[config.mk]
export PLATFORM = sky130hd
export DESIGN_NAME = pipe_stage_buf
export DESIGN_NICKNAME = d
export VERILOG_FILES = /design/src/rtl/pipe_stage_buf.sv
export SDC_FILE = /design/constraint.sdc
export NUM_CORES = 1
export LEC_CHECK = 0
export ABC_AREA = 1
export BUFFER_PORTS_ARGS = -buffer_cell sky130_fd_sc_hd__buf_2
export CAP_MARGIN = 20
export CELL_PAD_IN_SITES_DETAIL_PLACEMENT = 1
export CELL_PAD_IN_SITES_GLOBAL_PLACEMENT = 2
export CORE_MARGIN = 3
export CORE_UTILIZATION = 29
export DETAILED_ROUTE_END_ITERATION = 7
export GPL_TIMING_DRIVEN = 0
export PLACE_DENSITY = 0.85
export SKIP_CTS_REPAIR_TIMING = 1
export SLEW_MARGIN = 30
export SYNTH_ARGS = -nofsm -noshare
export SYNTH_HDL_FRONTEND = slang
export SYNTH_SLANG_ARGS = --single-unit
[constraint.sdc]
create_clock -name clk -period 4.4 [get_ports clk]
set_input_delay 0.22 -clock clk [delete_from_list [all_inputs] [get_ports clk]]
set_output_delay 0.22 -clock clk [all_outputs]
set_load 0.1 [all_outputs]
[src/rtl/pipe_stage_buf.sv]
// pipe_stage_buf: parametrised inter-stage pipeline buffer.
// Carries one opaque payload through DEPTH entries with the core's
// valid/allowin handshake, per-stage ready_go gating, synchronous flush
// and an occupancy count.
//
// Ports:
//   clk, rst     sole clock; synchronous active-high reset
//   up_valid     upstream offers up_data
//   up_data      upstream payload (DATA_W bits)
//   up_allowin   buffer accepts up_data this cycle
//   ready_go     head entry may leave this cycle (stage hazard gate)
//   dn_allowin   downstream accepts this cycle
//   dn_valid     head entry present and ready_go asserted
//   dn_data      head entry payload
//   head_valid   head entry present, regardless of ready_go
//   flush        discard all held entries
//   count        number of held entries, 0..DEPTH
module pipe_stage_buf #(
    parameter int unsigned DATA_W = 64,
    parameter int unsigned DEPTH  = 1,
    localparam int unsigned CNT_W = $clog2(DEPTH + 1)
) (
    input  logic              clk,
    input  logic              rst,
    input  logic              up_valid,
    input  logic [DATA_W-1:0] up_data,
    output logic              up_allowin,
    input  logic              ready_go,
    input  logic              dn_allowin,
    output logic              dn_valid,
    output logic [DATA_W-1:0] dn_data,
    output logic              head_valid,
    input  logic              flush,
    output logic [CNT_W-1:0]  count
);

    localparam int unsigned PTR_W = (DEPTH > 1) ? $clog2(DEPTH) : 1;

    logic [DATA_W-1:0] mem [DEPTH];
    logic [PTR_W-1:0]  rd_ptr;
    logic [PTR_W-1:0]  wr_ptr;
    logic [CNT_W-1:0]  cnt_q;
    logic              full;
    logic              empty;
    logic              dn_fire;
    logic              up_fire;

    // Explicit wrap so non-power-of-2 depths index only 0..DEPTH-1;
    // with DEPTH = 1 the pointer is pinned at 0.
    function automatic logic [PTR_W-1:0] ptr_inc(input logic [PTR_W-1:0] p);
        if (p == PTR_W'(DEPTH - 1)) begin
            return '0;
        end
        return p + 1'b1;
    endfunction

    always_comb begin
        full       = (cnt_q == CNT_W'(DEPTH));
        empty      = (cnt_q == '0);
        head_valid = ~empty;
        dn_valid   = ~empty & ready_go;
        dn_fire    = dn_valid & dn_allowin;
        // A departing head frees its slot in the same cycle, which keeps
        // full throughput even at DEPTH = 1.
        up_allowin = ~full | dn_fire;
        up_fire    = up_valid & up_allowin & ~flush;
        dn_data    = mem[rd_ptr];
        count      = cnt_q;
    end

    always_ff @(posedge clk) begin
        if (rst) begin
            cnt_q  <= '0;
            rd_ptr <= '0;
            wr_ptr <= '0;
            for (int unsigned i = 0; i < DEPTH; i++) begin
                mem[i] <= '0;
            end
        end else if (flush) begin
            // A head sampled by downstream this cycle is already delivered;
            // dropping it with the rest is correct. mem is left as is.
            cnt_q  <= '0;
            rd_ptr <= '0;
            wr_ptr <= '0;
        end else begin
            if (up_fire) begin
                mem[wr_ptr] <= up_data;
                wr_ptr      <= ptr_inc(wr_ptr);
            end
            if (dn_fire) begin
                rd_ptr <= ptr_inc(rd_ptr);
            end
            case ({up_fire, dn_fire})
                2'b10:   cnt_q <= cnt_q + 1'b1;
                2'b01:   cnt_q <= cnt_q - 1'b1;
                default: cnt_q <= cnt_q;
            endcase
        end
    end

endmodule

# Word-level counts from Yosys, hierarchy flattened
# Memories as Yosys holds them, arrays and structs flattened.
# Index checks and enable logic that the tools add are counted.
[word_totals]
regBits = 1
ram_bits = 64
in_bits = 70
mem_count = 1
[mem_list]
columns = ["memory", "depth", "word_bits", "rd", "rd_ports_with_merged_regs", "wr", "line", "source"]
rows = [
  ["mem", 1, 64, 1, 0, 1, "39", "logic [DATA_W-1:0] mem [DEPTH];"],
]
[classes]
addsub = 2
n_eq_ne = 2
muxes = 9
bitwise_logic = 7
reduce_logical = 3
[ops]
columns = ["cell", "n"]
rows = [
  ["2-to-1 mux 64 bit", 1],
  ["OR reduction 64 bit", 1],
  ["2-to-1 mux 1 bit", 7],
  ["bitwise AND 1 bit", 4],
  ["equality test 2 x 1 -> 1 bit (second input constant)", 1],
  ["equality test 2 bit (second input constant)", 1],
  ["NOT 1 bit", 2],
  ["case mux 1 bit (2 select lines)", 1],
  ["nonzero test 2 bit", 1],
  ["OR reduction 2 bit", 1],
  ["adder 1 bit (second input constant)", 1],
  ["OR 1 bit", 1],
  ["subtractor 1 bit (second input constant)", 1],
]

# Longest topological paths before layout
# Gate-level depths: netlist of the first run.
[logic_depth]
ltp_word = 11
ltp_mapped = 5
mapped_depth_nobuf = 4

# Worst setup path before layout of the first run
# Ideal clock, no wire load.
[synth_path]
path_kind = "register -> register"
from = "reg cnt_q, in the netlist count"
to = "mem mem[0][0] (enable)"
setup_time_ns = 0.690
arrival_ns = 2.903
slack_ns = 0.807
stages_incl_launch_ff = 4
n_path_buf = 0
path_cell_list = "dfxtp_1 -> nand2_2 -> nand3b_1 -> nand2_1"
[synth_between]
elab_chain_len = 11
[synth_rtl]
columns = ["element", "line", "source"]
rows = [
  ["start, declared", "42", "logic [CNT_W-1:0] cnt_q;"],
  ["start signal, assigned", "94", "2'b10: cnt_q <= cnt_q + 1'b1;"],
  ["start signal, assigned", "95", "2'b01: cnt_q <= cnt_q - 1'b1;"],
  ["start signal, assigned", "96", "default: cnt_q <= cnt_q;"],
  ["bitwise AND 1 bit", "61", "dn_valid = ~empty & ready_go;"],
  ["bitwise AND 1 bit", "62", "dn_fire = dn_valid & dn_allowin;"],
  ["OR 1 bit (*)", "65", "up_allowin = ~full | dn_fire;"],
  ["via up_allowin", "27", "output logic up_allowin,"],
  ["bitwise AND 1 bit (*) (2 in series)", "66", "up_fire = up_valid & up_allowin & ~flush;"],
  ["2-to-1 mux 1 bit (*)", "86", "if (up_fire) begin"],
  ["2-to-1 mux 1 bit (*)", "79", "end else if (flush) begin"],
  ["2-to-1 mux 1 bit (*)", "72", "if (rst) begin"],
  ["2-to-1 mux 1 bit (not written as such) (*)", "87", "mem[wr_ptr] <= up_data;"],
  ["OR reduction 64 bit (no line)", "-", ""],
  ["2-to-1 mux 1 bit (no line) (*)", "-", ""],
  ["end, declared", "39", ""],
]
# The timed path passes the listed nets; every way through them passes the cells marked *.

# Worst setup path in the final report of the first run
[layout_path]
from = "reg cnt_q, in the netlist count"
to = "mem mem[0][31] (enable)"
[layout_between]
elab_chain_len = 11
[layout_rtl]
columns = ["element", "line"]
rows = [
  ["bitwise AND 1 bit", "61"],
  ["bitwise AND 1 bit", "62"],
  ["OR 1 bit (*)", "65"],
  ["bitwise AND 1 bit (*) (2 in series)", "66"],
  ["2-to-1 mux 1 bit (*)", "86"],
  ["2-to-1 mux 1 bit (*)", "79"],
  ["2-to-1 mux 1 bit (*)", "72"],
  ["2-to-1 mux 1 bit (not written as such) (*)", "87"],
  ["OR reduction 64 bit (no line)", "-"],
  ["2-to-1 mux 1 bit (no line) (*)", "-"],
]
# Mark *: on every way between the ends. The rest lies on a longest branch, timed or not.

==> impl_metrics.ini, run 1 <==
[global_routing]
grt_pass1_vias = 1963
antenna_found_initial = 0
grt_pass1_wl_um = 9094
grt.total_usage_pct = 11.44
grt.overflow.total = 0
grt_max_degree = 34

[floorplan]
core_mm2 = 0.008891
design.die.area_mm2 = 0.01056
die_width_um = 102.8
fp.dieH_um = 102.8
ioPinCount = 138
initial_core_util_pct = 30.54
row_count = 34

[sta]
timing.final.max_slew_violations = 0
fin_crit_sh_pct = 36.48
max_freq_mhz = 623.0
finalSetupTns_ps = 0
hold_viol_final = 0
fin_crit_ps = 1605
whs_ps = 188.9
rsz0062_at_grt = no
fin_ws_ps = 2795
skew_ps = 3.803
setup_violations = 0
max_slew_margin_pct = 65.80
tightest_slew_ps = 516.5

[hold_path]
holdPathStages = 3
min_path_type = input port to flip-flop

[cts]
clockBufferDepth = 2
numCtsBuffers = 9
clk_latency_ps = 320
cts-root-buf = clkbuf_8
clk_pin_slew_ps = 60
h-tree-depth = 3
clock_sinks = 65
cts_tree = done

[finish]
instances_no_fill = 472
finalNetCount = 430
area_growth_pct = 37.74
drive_above_1_share_pct = 60.99
nFillCells = 1040
design_area_mm2 = 0.003740
n_antenna_cell = 0

[setup_path]
worst-path-buf-inv = 1
path_delay_family = simple AND/OR/NAND/NOR gates
arrival_ps = 1620
cp_num_cells = 4
r2r_slack_ps = 2790
reg2reg_depth = 4
cp_cell_sequence = nand2_2, nand3b_1, nand2_4, buf_12
crit_path_max_incr_delay_ps = 390
worst_setup_path_start_kind = flip-flop
cp_slowest_cell = nand2_4
end_kind = flip-flop
required_ps = 4420
cp_max_fo = 33
crit_type = flip-flop to flip-flop

[detailed_routing]
wl_per_cell_um = 12.68
drtIter0Drc = 31
routed_wirelength_um = 5983
vias = 1905
drt_first_pass_iters = 4
viasPerCell = 4.036
drc = 0
ant_nets = 0

[place]
place.detailed.hpwl_um = 4605
gp_congestion = 0.7287
place_inst = 457
place_ws_ps = 2762
io_buffers = 137
placed_cell_area_mm2 = 0.003563

[synthesis]
synth-async-reset-ratio_pct = 0
synth_flop_cell = edfxtp_1
ys_top_cells_by_area = edfxtp_1 (71%), nor2_2 (14%), inv_1 (9.3%), buf_6 (2.5%), dfxtp_1 (0.74%)
ys_seq_area_share_pct = 71.52
synth_cell_types = 12
synthCells = 211
yosys.area.top_type_share_pct = 70.78
synth_edf_count = 64
yosys-top-cells-count = inv_1 (67), edfxtp_1 (64), nor2_2 (61)
synth.ff_latch_count = 65
yosys_warnings = 0
syn_area_mm2 = 0.002715
syn_avg_cell_area_um2 = 12.87
syn_nets = 281
yosysTopAreaCell = edfxtp_1
yosysMostFrequentCell = inv_1

[power_and_ir_drop]
p_clk_share_pct = 29.5
switching_power_mw = 0.5540
p_per_area_mw_per_mm2 = 425.6
power.switching_fraction_pct = 34.80
p_leak_nw = 1.940
ir_worst_vdd_v = 0.0001564
combinationalPowerShare_pct = 24.8
internal-power_mw = 1.038
p_seq_share_pct = 45.7

[job]
cap_violations = 0

[run_status]
outcome = finished, final reports clean
worst reg2reg max path: cells and delay by family, from the launching register on:
family / cells / cell delay (ps)
AND/OR/NAND/NOR: 3 / 660
flip-flops: 1 / 350
buffers and inverters: 1 / 260
power groups by stage:
stage / Sequential, mW / Combinational [mW] / Clock [mW]
5_1_grt: 0.731 / 0.412 / 0.520
6_report: 0.727 / 0.394 / 0.470
3_3_place_gp: 0.743 / 0.391 / 0
2_1_floorplan: 1.00 / 0.0585 / 0
3_5_place_dp: 0.742 / 0.399 / 0
4_1_cts: 0.728 / 0.399 / 0.492
final cells by class:
cell class / instances / area [um^2] / share of cell area [%]
plain buffers: 7 / 75.07 / 2.007
clock buffers: 11 / 131.4 / 3.513
clock inverters: 4 / 45.04 / 1.204
inverters: 67 / 251.5 / 6.725
multi-input cells: 72 / 454.2 / 12.14
flip-flops and latches: 65 / 1942 / 51.92
well taps: 108 / 135.1 / 3.613
repair buffers: 138 / 705.7 / 18.87
registers in the layout (all words and copies together) (netlist names):
register / cells
mem: 64
count: 1
per-layer routing:
layer	vias to the layer above	global-route usage, %	routed length, um
met5	-	0	0
li1	931	-	-
met1	872	12.22	2299
met2	93	19.66	2947
met3	9	5.954	655
met4	0	3.586	80
logic make-up (layout without fill, tap and decap cells):
kind of cell,count (synthesis),after routing,synth area share (%)
compound gates,1,1,0.2766
buf+inv,74,227,12.03
flops,65,65,71.52
simple gates,71,71,16.18
metrics by stage:
| step | utilization, % | total power, mW |
|---|---|---|
| finish | 42.06 | 1.592 |
| global route | 42.06 | 1.663 |
| CTS | 42.06 | 1.619 |
| detailed placement | 40.08 | 1.140 |
| global placement | 39.77 | 1.134 |
| floorplan | - | 1.060 |
placed cells by master, fill, tap and decap left out, types with 2 or more instances in the layout:
master / instances
clkbuf_1: 2
edfxtp_1: 64
clkbuf_8: 9
nor2_1: 4
clkinv_2: 3
inv_1: 67
buf_2: 137
nor2_2: 61
nand2_1: 2
buf_6: 6
worst paths after layout:
check | from | end
min | up_valid | count
max reg2reg | count | mem[0][31]
max | count | mem[0][31]
min reg2reg | count | count
Power figures use the tool's default switching activity.
==> run 2: changes to the inputs <==
--- a/config.mk
+++ b/config.mk
@@ -5,16 +5,16 @@
 export SDC_FILE = /design/constraint.sdc
 export NUM_CORES = 1
 export LEC_CHECK = 0
-export ABC_AREA = 1
+export ABC_AREA = 0
 export BUFFER_PORTS_ARGS = -buffer_cell sky130_fd_sc_hd__buf_2
 export CAP_MARGIN = 20
 export CELL_PAD_IN_SITES_DETAIL_PLACEMENT = 1
 export CELL_PAD_IN_SITES_GLOBAL_PLACEMENT = 2
 export CORE_MARGIN = 3
-export CORE_UTILIZATION = 29
+export CORE_UTILIZATION = 28
 export DETAILED_ROUTE_END_ITERATION = 7
 export GPL_TIMING_DRIVEN = 0
-export PLACE_DENSITY = 0.85
+export PLACE_DENSITY = 0.77
 export SKIP_CTS_REPAIR_TIMING = 1
 export SLEW_MARGIN = 30
 export SYNTH_ARGS = -nofsm -noshare
==> constraint.sdc (replaced) <==
create_clock -name clk -period 1.3 [get_ports clk]
set_input_delay 0.065 -clock clk [delete_from_list [all_inputs] [get_ports clk]]
set_output_delay 0.065 -clock clk [all_outputs]
set_load 0.1 [all_outputs]
==> run 2 against run 1 <==
  * Via count increased by 11%
  * Critical endpoint is now mem[0][32]
  * Die area grew 15%
  * Hold slack lost 97 ps
  * Count of clock-buffer cells in the layout decreased by 1
  * The flow now finishes with violations (negative setup slack)
  * Worst setup slack lost 3000 ps
==> impl_metrics.ini, run 2 <==
[setup_path]
r2r_slack_ps = -240
arrival_ps = 1600
r2r_end = mem[0][32]
timing.rr.start = count
required_ps = 1360
crit_type = flip-flop to flip-flop
cp_max_fo = 9
worst_setup_path_start_kind = flip-flop
critPathLaunch = count
reg2reg_depth = 6
end_kind = flip-flop

[sta]
finalSetupTns_ps = -14960
rsz0062_at_grt = yes
hold_viol_final = 0
max_freq_mhz = 647.8
skew_ps = 13.70
timing.final.max_slew_violations = 0
tightest_slew_ps = 772.7
fin_ws_ps = -243.6
max_slew_margin_pct = 48.49
fin_crit_ps = 1544
setup_violations = 68
fin_crit_sh_pct = 118.7

[synthesis]
synth-async-reset-ratio_pct = 0
yosysTopAreaCell = edfxtp_1
ys_seq_area_share_pct = 64.08
yosys_warnings = 0
syn_area_mm2 = 0.003030
ys_top_cells_by_area = edfxtp_1 (63%), nor4b_2 (24%), nor4b_1 (4.3%), buf_6 (2.6%), buf_2 (1.3%)
syn_nets = 228
synth_cell_types = 15
yosysMostFrequentCell = edfxtp_1
yosys.area.top_type_share_pct = 63.42
yosys-top-cells-count = edfxtp_1 (64), nor4b_2 (49), nor4b_1 (15)
synth_flop_cell = edfxtp_1
synth.ff_latch_count = 65
synthCells = 158
synth_edf_count = 64
syn_avg_cell_area_um2 = 19.18

[global_routing]
grt_max_degree = 24
grt_pass1_vias = 2147
grt.total_usage_pct = 12.74
grt_pass1_wl_um = 11540
grt.overflow.total = 0
antenna_found_initial = 0

[detailed_routing]
drc = 0
ant_nets = 0
wl_per_cell_um = 17.35
drt_first_pass_iters = 4
routed_wirelength_um = 8069
vias = 2108
viasPerCell = 4.533
drtIter0Drc = 36

[floorplan]
design.die.area_mm2 = 0.01211
initial_core_util_pct = 29.09
die_width_um = 110.0
ioPinCount = 138
row_count = 37
core_mm2 = 0.01042
fp.dieH_um = 110.0

[finish]
instances_no_fill = 465
top_register = mem
design_area_mm2 = 0.004518
fin_util_pct = 43.38
final_cell_mix = buf_2 (138), edfxtp_1 (64), nor4b_2 (42), buf_4 (14)
area_growth_pct = 49.09
nFillCells = 1101
finalNetCount = 394
largest_reg_flops = 64
n_antenna_cell = 0
final_common_cell = buf_2
drive_above_1_share_pct = 73.86

[hold_path]
whs_endpoint = mem[0][30]
holdPathStages = 2
holdCritStartpoint = up_data[30]
min_path_type = input port to flip-flop

[cts]
clk_pin_slew_ps = 80
clockBufferDepth = 2
cts-root-buf = clkbuf_8
numCtsBuffers = 9
clock_sinks = 65
h-tree-depth = 3
cts_tree = done
clk_latency_ps = 340

[place]
io_buffers = 136
place.detailed.hpwl_um = 5666
place_ws_ps = -507.8
gp_congestion = 0.6405
placed_cell_area_mm2 = 0.003971
place_inst = 433

[job]
cap_violations = 0

[run_status]
outcome = finished, violations left
violations = negative setup slack

[power_and_ir_drop]
p_leak_nw = 1.847
ir_worst_vdd_v = 0.0004562
p_per_area_mw_per_mm2 = 1268
==> run 2: cell count changes in the layout (fill, tap and decap cells not counted), sizes merged, moves of 2 or more <==
cell         before  now
inv              67    1
nor2             65    1
nor4b             0   64
buf             145  166
clkbuf           11   19
nand2             4    0
dlygate4sd3       0    2
==> run 2: worst max path at each step <==
stage                             to  slack, ps  cells past startpoint
after CTS                 mem[0][16]       -510                      5
after global routing      mem[0][62]       -280                      6
final                     mem[0][32]       -240                      6
after detailed placement  mem[0][26]       -510                      5
after floorplan            mem[0][0]       -990                      4
after global placement     mem[0][9]      -1370                      4
==> run 2: metal layers <==
metal | vias up | track usage [%] | share of wire [%] | wire (um)
li1 | 985 | - | - | -
met1 | 1036 | 15.88 | 41 | 3290
met2 | 78 | 20.67 | 51 | 4119
met3 | 9 | 3.844 | 7.1 | 574
met4 | 0 | 5.076 | 1.0 | 84
met5 | - | 0 | 0 | 0
==> run 2: cell type report <==
type                            instances  area (um^2)  share of cell area, %
Clock inverter                          6        58.81                  1.302
Timing Repair Buffer                  157        991.0                  21.93
Multi-Input combinational cell         70         1059                  23.43
Buffer                                 20        162.7                  3.600
Inverter                                1        3.754                0.08308
Clock buffer                           10        127.6                  2.825
Tap cell                              136        170.2                  3.766
Sequential cell                        65         1946                  43.06
==> run 2: metrics by stage <==
stage                     hold WS (ps)  total power [mW]
final                            91.63             5.730
after global placement           322.8             3.954
after global routing             78.65             5.962
after CTS                       -30.63             5.682
after floorplan                  188.1             3.680
after detailed placement         331.1             3.995
==> run 2: power breakdown <==
group          internal, mW  switching (mW)
clock                 0.874           0.797
combinational         0.381            1.22
sequential             2.43          0.0288
==> run 2: cells by family after synthesis <==
kind of cell	Yosys count	synth area share, %
AOI/OAI and AO/OA	3	1.115
buffers and inverters	23	5.409
DFF	65	64.08
and+or+nand+nor	67	29.40
==> run 2: critical path, stage by stage, from the launching register on <==
cell	delay [ps]
dfxtp_4	350
a21boi_4	150
buf_8	140
buf_12	130
o21bai_4	150
buf_12	190
clkbuf_16	170
==> run 3: changes to the inputs <==
--- a/config.mk
+++ b/config.mk
@@ -11,10 +11,11 @@
 export CELL_PAD_IN_SITES_DETAIL_PLACEMENT = 1
 export CELL_PAD_IN_SITES_GLOBAL_PLACEMENT = 2
 export CORE_MARGIN = 3
-export CORE_UTILIZATION = 28
+export CORE_UTILIZATION = 29
+export CTS_BUF_LIST = sky130_fd_sc_hd__clkbuf_2
 export DETAILED_ROUTE_END_ITERATION = 7
 export GPL_TIMING_DRIVEN = 0
-export PLACE_DENSITY = 0.77
+export PLACE_DENSITY = 0.79
 export SKIP_CTS_REPAIR_TIMING = 1
 export SLEW_MARGIN = 30
 export SYNTH_ARGS = -nofsm -noshare
==> run 3 against run 2 <==
  * The run still ends with negative setup slack left
  * Fmax shrank 10%
  * Cell area grew 26%
  * Cell count grew 16%
  * Combinational power grew 24%
  * Critical path depth is the same
  * Worst setup slack lost 170 ps
  * Sequential power is essentially flat
  * Critical path type unchanged
==> impl_metrics.ini, run 3 (synthesis gave the netlist of run 2 again) <==
[detailed_routing]
drtIter0Drc = 55
wl_per_cell_um = 18.25
vias = 2427
drc = 0
ant_nets = 0
routed_wirelength_um = 9821
viasPerCell = 4.511
drt_first_pass_iters = 4

[global_routing]
grt.overflow.total = 0
grt_max_degree = 22
grt_pass1_wl_um = 11650
grt_pass1_vias = 2235
antenna_found_initial = 0
grt.total_usage_pct = 13.22

[floorplan]
design.die.area_mm2 = 0.01171
die_width_um = 108.2
initial_core_util_pct = 30.44
row_count = 36
ioPinCount = 138
core_mm2 = 0.009955
fp.dieH_um = 108.2

[sta]
max_slew_margin_pct = 52.68
fin_crit_ps = 1717
rsz0062_at_grt = yes
whs_ps = 107.3
skew_ps = 16.39
fin_crit_sh_pct = 132.0
fin_ws_ps = -416.6
tightest_slew_ps = 709.9
timing.final.max_slew_violations = 0
finalSetupTns_ps = -24520
setup_violations = 96
hold_viol_final = 0
max_freq_mhz = 582.5

[setup_path]
arrival_ps = 1930
critPathLaunch = count
timing.rr.start = count
required_ps = 1520
end_kind = flip-flop
worst_setup_path_start_kind = flip-flop
crit_type = flip-flop to flip-flop
cp_max_fo = 8

[cts]
clock_sinks = 65
clockBufferDepth = 2
clk_latency_ps = 480
cts-root-buf = clkbuf_2
numCtsBuffers = 9
h-tree-depth = 3
cts_tree = done
clk_pin_slew_ps = 190

[power_and_ir_drop]
combinationalPowerShare_pct = 35.0
p_per_area_mw_per_mm2 = 995.5
power_mw = 5.652
p_leak_nw = 2.300
switching_power_mw = 2.078
power.switching_fraction_pct = 36.77
p_seq_share_pct = 43.9
ir_worst_vdd_v = 0.0004945
internal-power_mw = 3.574
p_clk_share_pct = 21.1

[finish]
largest_reg_flops = 64
area_growth_pct = 87.37
finalNetCount = 470
final_common_cell = buf_2
fin_util_pct = 57.04
n_antenna_cell = 0
drive_above_1_share_pct = 65.43
top_register = mem
final_cell_mix = buf_2 (75), dlygate4sd3_1 (66), edfxtp_1 (64), buf_4 (46), nor4b_2 (43)
nFillCells = 962

[job]
cap_violations = 0

[place]
io_buffers = 136
gp_congestion = 0.6792
place.detailed.hpwl_um = 5635

[hold_path]
holdCritStartpoint = rst
min_path_type = input port to flip-flop

[run_status]
outcome = finished, violations left
violations = negative setup slack
==> run 3: final timing paths <==
check,endpoint,slack [ps],cells past startpoint
max,mem[0][18],-420,6
min,mem[0][53],110,2
max reg2reg,mem[0][18],-420,6
min reg2reg,mem[0][49],980,3
==> run 3: critical path, stage by stage, from the launching register on <==
cell and delay (ps):
dfxtp_4 390, a21boi_4 150, buf_8 140, buf_12 140, o21bai_4 250, clkbuf_16 230, clkbuf_16 150
==> run 3: layer usage <==
layer  global-route usage, %  routed length, um  up-vias
met1                   15.71               3678     1191
met2                   21.98               5497       84
met5                       0                  0        -
li1                        -                  -     1140
met3                   5.552                520       12
met4                   3.787                125        0
==> run 3: power by group through the flow <==
stage / Sequential, mW / Combinational (mW) / Clock (mW)
2_1_floorplan: 3.38 / 0.295 / 0
3_3_place_gp: 2.51 / 1.44 / 0
4_1_cts: 2.46 / 1.50 / 1.24
3_5_place_dp: 2.51 / 1.49 / 0
5_1_grt: 2.49 / 2.05 / 1.32
6_report: 2.48 / 1.98 / 1.19
==> run 3: area by class of cell <==
class	count	area (um^2)	share of cell area (%)
inverter	1	8.758	0.1543
buffer	20	156.4	2.755
clock inverter	4	43.79	0.7713
sequential	65	1946	34.27
tap	133	166.4	2.931
timing repair buffer	233	2142	37.73
multi-input combinational	70	1155	20.34
clock buffer	12	60.06	1.058
==> run 3: through the flow <==
step	setup WS (ps)	instance area (um^2)	std cells
floorplan	-988.8	3050	158
CTS	-670.9	4084	446
global route	-483.0	5678	538
global placement	-1385	3897	427
finish	-416.6	5678	538
detailed placement	-621.9	3980	430
